[config.mk]
export PLATFORM = sky130hd
export DESIGN_NAME = i2c_target_m24c16
export DESIGN_NICKNAME = d
export VERILOG_FILES = /design/src/rtl/i2c_target_m24c16.sv
export SDC_FILE = /design/constraint.sdc
export NUM_CORES = 1
export LEC_CHECK = 0
export BUFFER_PORTS_ARGS = -buffer_cell sky130_fd_sc_hd__buf_2
export CAP_MARGIN = 25
export CORE_UTILIZATION = 60
export CTS_CLUSTER_DIAMETER = 100
export DETAILED_ROUTE_END_ITERATION = 12
export PLACE_DENSITY = 0.9
export SYNTH_ARGS = -nofsm -noshare
export SYNTH_HDL_FRONTEND = slang
export SYNTH_SLANG_ARGS = --single-unit
[constraint.sdc]
create_clock -name clock -period 5.7 [get_ports clock]
set_input_delay 0.855 -clock clock [delete_from_list [all_inputs] [get_ports clock]]
set_output_delay 0.855 -clock clock [all_outputs]
set_load 0.02 [all_outputs]
[src/rtl/i2c_target_m24c16.sv]
// M24C16-style I2C EEPROM target: bus decode, open-drain SDA, memory port.
// Storage lives outside; reads prefetch one byte ahead of the SCL falls.
module i2c_target_m24c16 #(
  parameter logic [3:0] DEV_TYPE    = 4'b1010,
  parameter int         PAGE_BITS   = 4,
  parameter int         SYNC_STAGES = 2
) (
  input  logic        clock,
  input  logic        reset,
  input  logic        scl_in,
  input  logic        sda_in,
  output logic        sda_out_en,
  input  logic        wc_n,
  output logic [10:0] mem_addr,
  output logic [7:0]  mem_wdata,
  output logic        mem_we,
  input  logic [7:0]  mem_rdata,
  output logic        busy
);

  typedef enum logic [2:0] {
    S_IDLE, S_DEVSEL, S_ACK, S_WADDR,
    S_WDATA, S_RDATA, S_RDATA_ACK, S_IGNORE
  } state_t;

  logic [SYNC_STAGES-1:0] r_scl_sync;
  logic [SYNC_STAGES-1:0] r_sda_sync;
  logic                   r_scl_d;
  logic                   r_sda_d;
  state_t                 r_state;
  state_t                 r_ret;
  logic [3:0]             r_cnt;
  logic [7:0]             r_shift;
  logic [10:0]            r_ptr;
  logic                   r_ack_ph;
  logic                   r_ack_drv;
  logic                   r_commit;
  logic                   r_wen;
  logic                   r_pf;
  logic [1:0]             r_ld;
  logic                   r_sda_oe;
  logic                   r_we;
  logic [10:0]            r_addr;
  logic [7:0]             r_wdata;

  logic                 w_scl;
  logic                 w_sda;
  logic                 w_rise;
  logic                 w_fall;
  logic                 w_start;
  logic                 w_stop;
  logic                 w_last;
  logic [7:0]           w_byte;
  logic [PAGE_BITS-1:0] w_pg;

  assign w_scl   = r_scl_sync[SYNC_STAGES-1];
  assign w_sda   = r_sda_sync[SYNC_STAGES-1];
  assign w_rise  = w_scl & ~r_scl_d;
  assign w_fall  = ~w_scl & r_scl_d;
  // SCL must be high on both samples, so an SCL edge masks START/STOP
  assign w_start = w_scl & r_scl_d & r_sda_d & ~w_sda;
  assign w_stop  = w_scl & r_scl_d & ~r_sda_d & w_sda;
  assign w_last  = (r_cnt == 4'd7);
  assign w_byte  = {r_shift[6:0], w_sda};
  assign w_pg    = r_ptr[PAGE_BITS-1:0] + PAGE_BITS'(1);

  always_ff @(posedge clock) begin
    if (reset) begin
      r_scl_sync <= '1;
      r_sda_sync <= '1;
      r_scl_d    <= 1'b1;
      r_sda_d    <= 1'b1;
      r_state    <= S_IDLE;
      r_ret      <= S_IDLE;
      r_cnt      <= '0;
      r_shift    <= '0;
      r_ptr      <= '0;
      r_ack_ph   <= 1'b0;
      r_ack_drv  <= 1'b0;
      r_commit   <= 1'b0;
      r_wen      <= 1'b0;
      r_pf       <= 1'b0;
      r_ld       <= '0;
      r_sda_oe   <= 1'b0;
      r_we       <= 1'b0;
      r_addr     <= '0;
      r_wdata    <= '0;
    end else begin
      r_scl_sync <= {r_scl_sync[SYNC_STAGES-2:0], scl_in};
      r_sda_sync <= {r_sda_sync[SYNC_STAGES-2:0], sda_in};
      r_scl_d    <= w_scl;
      r_sda_d    <= w_sda;
      r_we       <= 1'b0;
      r_commit   <= 1'b0;
      r_ld       <= {r_ld[0], r_pf};
      if (r_pf) begin
        r_pf   <= 1'b0;
        r_addr <= r_ptr;
      end
      if (r_ld[1]) r_shift <= mem_rdata;
      if (r_commit) begin
        if (r_wen) begin
          r_we    <= 1'b1;
          r_addr  <= r_ptr;
          r_wdata <= r_shift;
        end
        r_ptr <= {r_ptr[10:PAGE_BITS], w_pg};
      end
      if (w_start) begin
        r_state  <= S_DEVSEL;
        r_cnt    <= '0;
        r_sda_oe <= 1'b0;
        r_ack_ph <= 1'b0;
      end else if (w_stop) begin
        r_state  <= S_IDLE;
        r_sda_oe <= 1'b0;
        r_ack_ph <= 1'b0;
      end else begin
        unique case (r_state)
          S_DEVSEL: if (w_rise) begin
            r_shift <= w_byte;
            r_cnt   <= r_cnt + 4'd1;
            if (w_last) begin
              r_cnt <= '0;
              if (w_byte[7:4] == DEV_TYPE) begin
                r_ptr[10:8] <= w_byte[3:1];
                r_state     <= S_ACK;
                r_ack_drv   <= 1'b1;
                r_ret       <= w_byte[0] ? S_RDATA : S_WADDR;
                r_pf        <= w_byte[0];
              end else begin
                r_state <= S_IGNORE;
              end
            end
          end
          S_WADDR: if (w_rise) begin
            r_shift <= w_byte;
            r_cnt   <= r_cnt + 4'd1;
            if (w_last) begin
              r_cnt      <= '0;
              r_ptr[7:0] <= w_byte;
              r_state    <= S_ACK;
              r_ack_drv  <= 1'b1;
              r_ret      <= S_WDATA;
            end
          end
          S_WDATA: if (w_rise) begin
            r_shift <= w_byte;
            r_cnt   <= r_cnt + 4'd1;
            if (w_last) begin
              r_cnt     <= '0;
              r_commit  <= 1'b1;
              r_wen     <= wc_n;
              r_ack_drv <= wc_n;
              r_state   <= S_ACK;
              r_ret     <= S_WDATA;
            end
          end
          S_ACK: if (w_fall) begin
            if (!r_ack_ph) begin
              r_sda_oe <= r_ack_drv;
              r_ack_ph <= 1'b1;
            end else begin
              r_ack_ph <= 1'b0;
              r_state  <= r_ret;
              r_cnt    <= '0;
              r_sda_oe <= 1'b0;
              // the fall that ends the ACK also presents read bit 7
              if (r_ret == S_RDATA) begin
                r_sda_oe <= ~r_shift[7];
                r_shift  <= {r_shift[6:0], 1'b0};
                r_cnt    <= 4'd1;
              end
            end
          end
          S_RDATA: if (w_fall) begin
            if (r_cnt == 4'd8) begin
              r_sda_oe <= 1'b0;
              r_state  <= S_RDATA_ACK;
            end else begin
              r_sda_oe <= ~r_shift[7];
              r_shift  <= {r_shift[6:0], 1'b0};
              r_cnt    <= r_cnt + 4'd1;
            end
          end
          S_RDATA_ACK: if (w_rise) begin
            r_ptr <= r_ptr + 11'd1;
            if (!w_sda) begin
              r_pf    <= 1'b1;
              r_cnt   <= '0;
              r_state <= S_RDATA;
            end else begin
              r_state <= S_IGNORE;
            end
          end
          default: ;
        endcase
      end
    end
  end

  assign sda_out_en = r_sda_oe;
  assign mem_addr   = r_addr;
  assign mem_wdata  = r_wdata;
  assign mem_we     = r_we;
  assign busy       = (r_state != S_IDLE) && (r_state != S_IGNORE);

endmodule

==> results of run 1 <==
==> worst paths after layout <==
| check | to | startpoint | slack, ns | depth (start not counted) |
|---|---|---|---|---|
| max | busy | r_state[1]$_SDFFE_PP0P_ | 3.17 | 3 |
| max reg2reg | r_ptr[6]$_SDFFE_PP0P_ | r_state[1]$_SDFFE_PP0P_ | 3.27 | 4 |
| min | r_scl_sync[1]$_SDFF_PP1_ | r_scl_sync[0]$_SDFF_PP1_ | 0.41 | 1 |
| min reg2reg | r_scl_sync[1]$_SDFF_PP1_ | r_scl_sync[0]$_SDFF_PP1_ | 0.41 | 1 |
==> final cells by class <==
| cell class | count | area [um2] |
|---|---|---|
| multi-input cells | 289 | 1763 |
| fillers | 409 | 1558 |
| flip-flops and latches | 63 | 1261 |
| repair buffers | 34 | 170.2 |
| clock buffers | 9 | 123.9 |
| clock inverters | 7 | 102.6 |
| well taps | 70 | 87.58 |
| inverters | 11 | 41.29 |
==> flip-flops by register name, indices dropped and copies added, names as in the netlist, 2 cells and up <==
signal      cells
mem_addr       11
r_ptr          11
mem_wdata       8
r_shift         8
r_cnt           4
r_ret           3
r_state         3
r_ld            2
r_scl_sync      2
r_sda_sync      2
==> report_power, final <==
group / switching [mW] / internal (mW) / leakage [nW] / total (mW)
Clock: 0.196 / 0.251 / 0.111 / 0.447
Combinational: 0.211 / 0.173 / 0.688 / 0.384
Sequential: 0.101 / 0.480 / 0.510 / 0.581
==> logic make-up (layout without fill, tap and decap cells) <==
family / count (synthesis) / after routing / synth area share
adders and majority gates: 3 / 3 / 0.01183
and+or+nand+nor: 170 / 170 / 0.2831
muxes: 8 / 8 / 0.02642
DFF: 63 / 63 / 0.3975
AOI/OAI and AO/OA: 100 / 100 / 0.2121
xor gates and xnor gates: 8 / 8 / 0.02208
buffers and inverters: 35 / 61 / 0.04692
==> metal layers <==
| metal | vias up | global-route usage |
|---|---|---|
| li1 | 1430 | - |
| met3 | 32 | 0.08835 |
| met4 | 0 | 0.1551 |
| met2 | 126 | 0.4715 |
| met1 | 1380 | 0.3514 |
| met5 | - | 0 |
==> Yosys cell counts (3+ instances only) <==
| cell | count |
|---|---|
| dfxtp_1 | 63 |
| nand3b_1 | 5 |
| or2_2 | 10 |
| o22ai_1 | 4 |
| a21oi_1 | 37 |
| xnor2_1 | 3 |
| o211ai_1 | 4 |
| and3_1 | 5 |
| a22oi_1 | 5 |
| nand4b_1 | 3 |
| nor2b_1 | 12 |
| nor2_1 | 22 |
| a311oi_1 | 4 |
| o21ai_0 | 11 |
| nand4_1 | 3 |
| mux2_2 | 3 |
| nand3_1 | 7 |
| mux2i_1 | 5 |
| o221ai_1 | 3 |
| clkbuf_1 | 15 |
| a211oi_1 | 4 |
| nand2_1 | 53 |
| inv_1 | 11 |
| nand2b_1 | 7 |
| buf_2 | 4 |
| o21a_1 | 3 |
| xor2_1 | 5 |
| nor3_1 | 25 |
| a221oi_1 | 7 |
| ha_1 | 3 |
==> per-stage QoR <==
step | hold WS [ns] | util
2_1_floorplan | 0.3895 | -
3_3_place_gp | 0.3916 | 0.6507
3_5_place_dp | 0.3962 | 0.6507
4_1_cts | 0.4140 | 0.6950
5_1_grt | 0.4216 | 0.6950
6_report | 0.4134 | 0.6950
==> critical path: stages, from the launching register on <==
cell and delay [ns]:
dfxtp_1 0.85, and3_1 0.27, nor2_1 0.06, buf_2 0.16
==> flow_metrics.env, run 1 <==
export IMPL_final_common_cell="dfxtp_1"
export IMPL_synth_edff_count=0
export IMPL_synth_flop_cell="dfxtp_1"
export IMPL_ir_drop_mv=0.3384
export IMPL_stdcell_count=483
export IMPL_arrival_ns=1.68
export IMPL_rsz0062_at_grt="false"
export IMPL_core_area_um2=5107
export IMPL_final_nets=424
export IMPL_cts_root_buf="clkbuf_8"
export IMPL_synth_seq_cells=63
export IMPL_startpoint_type="flop"
export IMPL_syn_num_nets=403
export IMPL_grt_max_degree=58
export IMPL_syn_area_um2=3173
export IMPL_clockBufferDepth=2
export IMPL_final_antenna_net_count=0
export IMPL_yosys_warnings=0
export IMPL_yosysTopAreaCell="dfxtp_1"
export IMPL_grt_pass1_wl_mm=11.90
export IMPL_fmax_mhz=394.6
export IMPL_syn_area_per_cell_um2=8.199
export IMPL_dieArea_um2=5583
export IMPL_portBuffers=34
export IMPL_syn2layout_area_growth_pct=11.87
export IMPL_cts_clk_slew_worst_paths_ns=0.07
export IMPL_most_common_layout_cells="63 x dfxtp_1, 53 x nand2_1, 37 x a21oi_1"
export IMPL_end_kind="output port"
export IMPL_status="completed"
export IMPL_finalClockSkew_ns=0.01038
export IMPL_drc=0
export IMPL_synth_cell_type_count=62
export IMPL_dp_cells=467
export IMPL_finalPower_mw=1.412
export IMPL_slew_viol_final=0
export IMPL_viasPerCell=6.145
export IMPL_clock_latency_ns=0.36
export IMPL_cp_data_required_time_ns=4.85
export IMPL_setup_viol=0
export IMPL_htreeDepth=3
export IMPL_crit_fanout=26
export IMPL_cts_tree="yes"
export IMPL_start_util=0.6213
export IMPL_top_layer_used="met4"
export IMPL_wl_mm=7.653
export IMPL_numCtsBuffers=9
export IMPL_dp_worst_setup_slack_ns=3.183
export IMPL_dr_wl_met3_um=502
export IMPL_power_density_nw_per_um2=397.7
export IMPL_finalSetupTns_ns=0
export IMPL_dp_hpwl_mm=5.180
export IMPL_fin_ws_ns=3.166
export IMPL_grt_ovfl_total=0
export IMPL_leakage_nw=1.309
export IMPL_wl_met1_mm=3.214
export IMPL_tightest_slew_ns=0.9279
export IMPL_async_flop_share=0
export IMPL_stdcell_area_um2=3550
export IMPL_holdCritPathClass="flop to flop"
export IMPL_place_congestion=0.9722
export IMPL_max_slew_margin=0.3814
export IMPL_num_rows=26
export IMPL_min_period_ns=2.534
export IMPL_fin_crit_sh=0.4445
export IMPL_synth_top_area_frac=0.3975
export IMPL_die_h_um=74.72
export IMPL_yosys_top_cells_area="dfxtp_1 40%, nand2_1 6.3%, a21oi_1 5.8%, nor3_1 3.9%, nor2_1 2.6%"
export IMPL_ctsResizeCount=0
export IMPL_antenna_cells=0
export IMPL_hold_viol=0
export IMPL_crit_type="flop to output port"
export IMPL_die_w_um=74.72
export IMPL_post_cts_buffers=0
export IMPL_antenna_found_initial=0
export IMPL_dr_wl_met2_mm=3.685
export IMPL_syn_instance_count=387
export IMPL_grtUsageTotal=0.2925
export IMPL_yosysSeqAreaShare=0.3975
export IMPL_io_pins=35
export IMPL_grt_pass1_vias=2557
export IMPL_first_pass_iters=5
export IMPL_ctsHoldBuffers=0
export IMPL_drt_iter0_drc=262
export IMPL_cts_sinks=63
export IMPL_num_vias=2968
export IMPL_drive_above_1_share=0.1768
export IMPL_drv_cap=0
export IMPL_wl_per_cell_um=15.84
export IMPL_placed_cell_area_um2=3323
(Power assumes the default switching activity.)
==> run 2: changes to the inputs <==
--- a/config.mk
+++ b/config.mk
@@ -7,10 +7,10 @@
 export LEC_CHECK = 0
 export BUFFER_PORTS_ARGS = -buffer_cell sky130_fd_sc_hd__buf_2
 export CAP_MARGIN = 25
-export CORE_UTILIZATION = 60
+export CORE_UTILIZATION = 58
 export CTS_CLUSTER_DIAMETER = 100
 export DETAILED_ROUTE_END_ITERATION = 12
-export PLACE_DENSITY = 0.9
+export PLACE_DENSITY = 0.88
 export SYNTH_ARGS = -nofsm -noshare
 export SYNTH_HDL_FRONTEND = slang
 export SYNTH_SLANG_ARGS = --single-unit
==> constraint.sdc (replaced) <==
create_clock -name clock -period 2.55 [get_ports clock]
set_input_delay 0.3825 -clock clock [delete_from_list [all_inputs] [get_ports clock]]
set_output_delay 0.3825 -clock clock [all_outputs]
set_load 0.02 [all_outputs]
==> flow_metrics.env, run 2 (synthesized netlist as in run 1, its figures left out) <==
export IMPL_portBuffers=34
export IMPL_setup_viol=0
export IMPL_fin_crit_sh=0.8523
export IMPL_comb_power_share=0.305
export IMPL_num_rows=26
export IMPL_die_h_um=75.97
export IMPL_power_density_nw_per_um2=872.9
export IMPL_status="completed"
export IMPL_io_pins=35
export IMPL_num_vias=2958
export IMPL_most_common_layout_cells="63 x dfxtp_1, 53 x nand2_1, 37 x a21oi_1"
export IMPL_slowest_delay_ns=0.70
export IMPL_holdCritPathClass="primary input to flop"
export IMPL_leakage_nw=1.324
export IMPL_ctsResizeCount=0
export IMPL_cts_root_buf="clkbuf_8"
export IMPL_grt_max_degree=57
export IMPL_path_cells="nand3b_1 > o221a_2 > o211ai_4 > or4b_1 > o22ai_1"
export IMPL_drive_above_1_share=0.1885
export IMPL_clock_latency_ns=0.35
export IMPL_clockPowerShare=0.291
export IMPL_place_congestion=0.9067
export IMPL_cts_sinks=63
export IMPL_hold_viol=0
export IMPL_use_met2=0.4255
export IMPL_dieArea_um2=5771
export IMPL_final_antenna_net_count=0
export IMPL_crit_type="flop to flop"
export IMPL_cp_data_required_time_ns=2.83
export IMPL_tightest_slew_ns=0.7524
export IMPL_ir_drop_mv=0.6269
export IMPL_drv_cap=0
export IMPL_finalSetupTns_ns=0
export IMPL_core_area_um2=5172
export IMPL_seqPwrFrac=0.404
export IMPL_end_kind="flop"
export IMPL_grt_pass1_vias=2692
export IMPL_wl_per_cell_um=16.32
export IMPL_final_nets=430
export IMPL_grt_ovfl_total=0
export IMPL_numCtsBuffers=9
export IMPL_nFillCells=404
export IMPL_drt_iter0_drc=300
export IMPL_antenna_found_initial=0
export IMPL_die_w_um=75.97
export IMPL_syn2layout_area_growth_pct=12.70
export IMPL_fmax_mhz=460.1
export IMPL_slowest_stage="dfxtp_1"
export IMPL_min_period_ns=2.173
export IMPL_cts_tree="yes"
export IMPL_regArea_um2=1261
export IMPL_dp_hpwl_mm=5.303
export IMPL_final_common_cell="dfxtp_1"
export IMPL_finalClockSkew_ns=0.006673
export IMPL_max_slew_margin=0.4974
export IMPL_slew_viol_final=0
export IMPL_multiInputGateArea_um2=1763
export IMPL_post_cts_buffers=0
export IMPL_startpoint_type="flop"
export IMPL_grt_util_met1=0.3834
export IMPL_antenna_cells=0
export IMPL_wl_mm=7.982
export IMPL_grt_busiest_layer="met2"
export IMPL_p_int_mw=1.969
export IMPL_first_pass_iters=6
export IMPL_viasPerCell=6.049
export IMPL_start_util=0.6134
export IMPL_drc=0
export IMPL_rsz0062_at_grt="false"
export IMPL_grt_pass1_wl_mm=12.95
export IMPL_swShare=0.3692
export IMPL_arrival_ns=2.45
export IMPL_crit_fanout=18
export IMPL_clockBufferDepth=2
export IMPL_htreeDepth=3
export IMPL_grtUsageTotal=0.2852
export IMPL_gr_usage_met3=0.06265
export IMPL_power_switching_mw=1.152
export IMPL_ctsHoldBuffers=0
export IMPL_hold_slack_ns=0.2145
export IMPL_cts_clk_slew_worst_paths_ns=0.07
==> run 2: worst paths after layout <==
kind,startpoint,end,slack [ns],cells after the start
max,r_state[0]$_SDFFE_PP0P_,r_cnt[3]$_SDFFE_PP0P_,0.38,5
min,scl_in,r_scl_sync[0]$_SDFF_PP1_,0.21,2
max reg2reg,r_state[0]$_SDFFE_PP0P_,r_cnt[3]$_SDFFE_PP0P_,0.38,5
min reg2reg,r_scl_sync[0]$_SDFF_PP1_,r_scl_sync[1]$_SDFF_PP1_,0.42,1
==> run 2: layout make-up <==
| class | count | share of cell area |
|---|---|---|
| Clock inverter | 6 | 0.01959 |
| Sequential cell | 63 | 0.3527 |
| Clock buffer | 10 | 0.03849 |
| Timing Repair Buffer | 40 | 0.06018 |
| Multi-Input combinational cell | 289 | 0.4930 |
| Tap cell | 70 | 0.02449 |
| Inverter | 11 | 0.01155 |
==> run 2: power groups by stage <==
stage / registers [mW] / logic, mW / clock network [mW]
CTS: 1.25 / 0.938 / 0.907
finish: 1.26 / 0.952 / 0.908
global route: 1.27 / 1.03 / 0.946
global placement: 1.26 / 0.901 / 0
floorplan: 1.16 / 0.804 / 0
detailed placement: 1.27 / 0.921 / 0
==> run 2: metrics by stage <==
| step | cells | utilization | power, mW | setup slack, ns | instance area, um2 |
|---|---|---|---|---|---|
| 2_1_floorplan | 387 | - | 1.966 | 0.7260 | 3173 |
| 3_3_place_gp | 473 | 0.6512 | 2.165 | 0.5169 | 3368 |
| 3_5_place_dp | 473 | 0.6512 | 2.191 | 0.4041 | 3368 |
| 4_1_cts | 489 | 0.6913 | 3.094 | 0.4022 | 3576 |
| 5_1_grt | 489 | 0.6913 | 3.253 | 0.2290 | 3576 |
| 6_report | 489 | 0.6913 | 3.121 | 0.3767 | 3576 |
==> run 2: worst max-delay path, delay by kind of cell (launching register included) <==
family | cells | cell delay [ns]
flip-flops | 1 | 0.70
AND/OR/NAND/NOR | 2 | 0.87
AO/OA/AOI/OAI | 3 | 0.54
==> run 2: per-layer routing <==
layer	share of wire	vias to the layer above
met1	0.44	1366
met3	0.074	19
met5	0	-
met4	0.024	0
li1	-	1444
met2	0.46	129
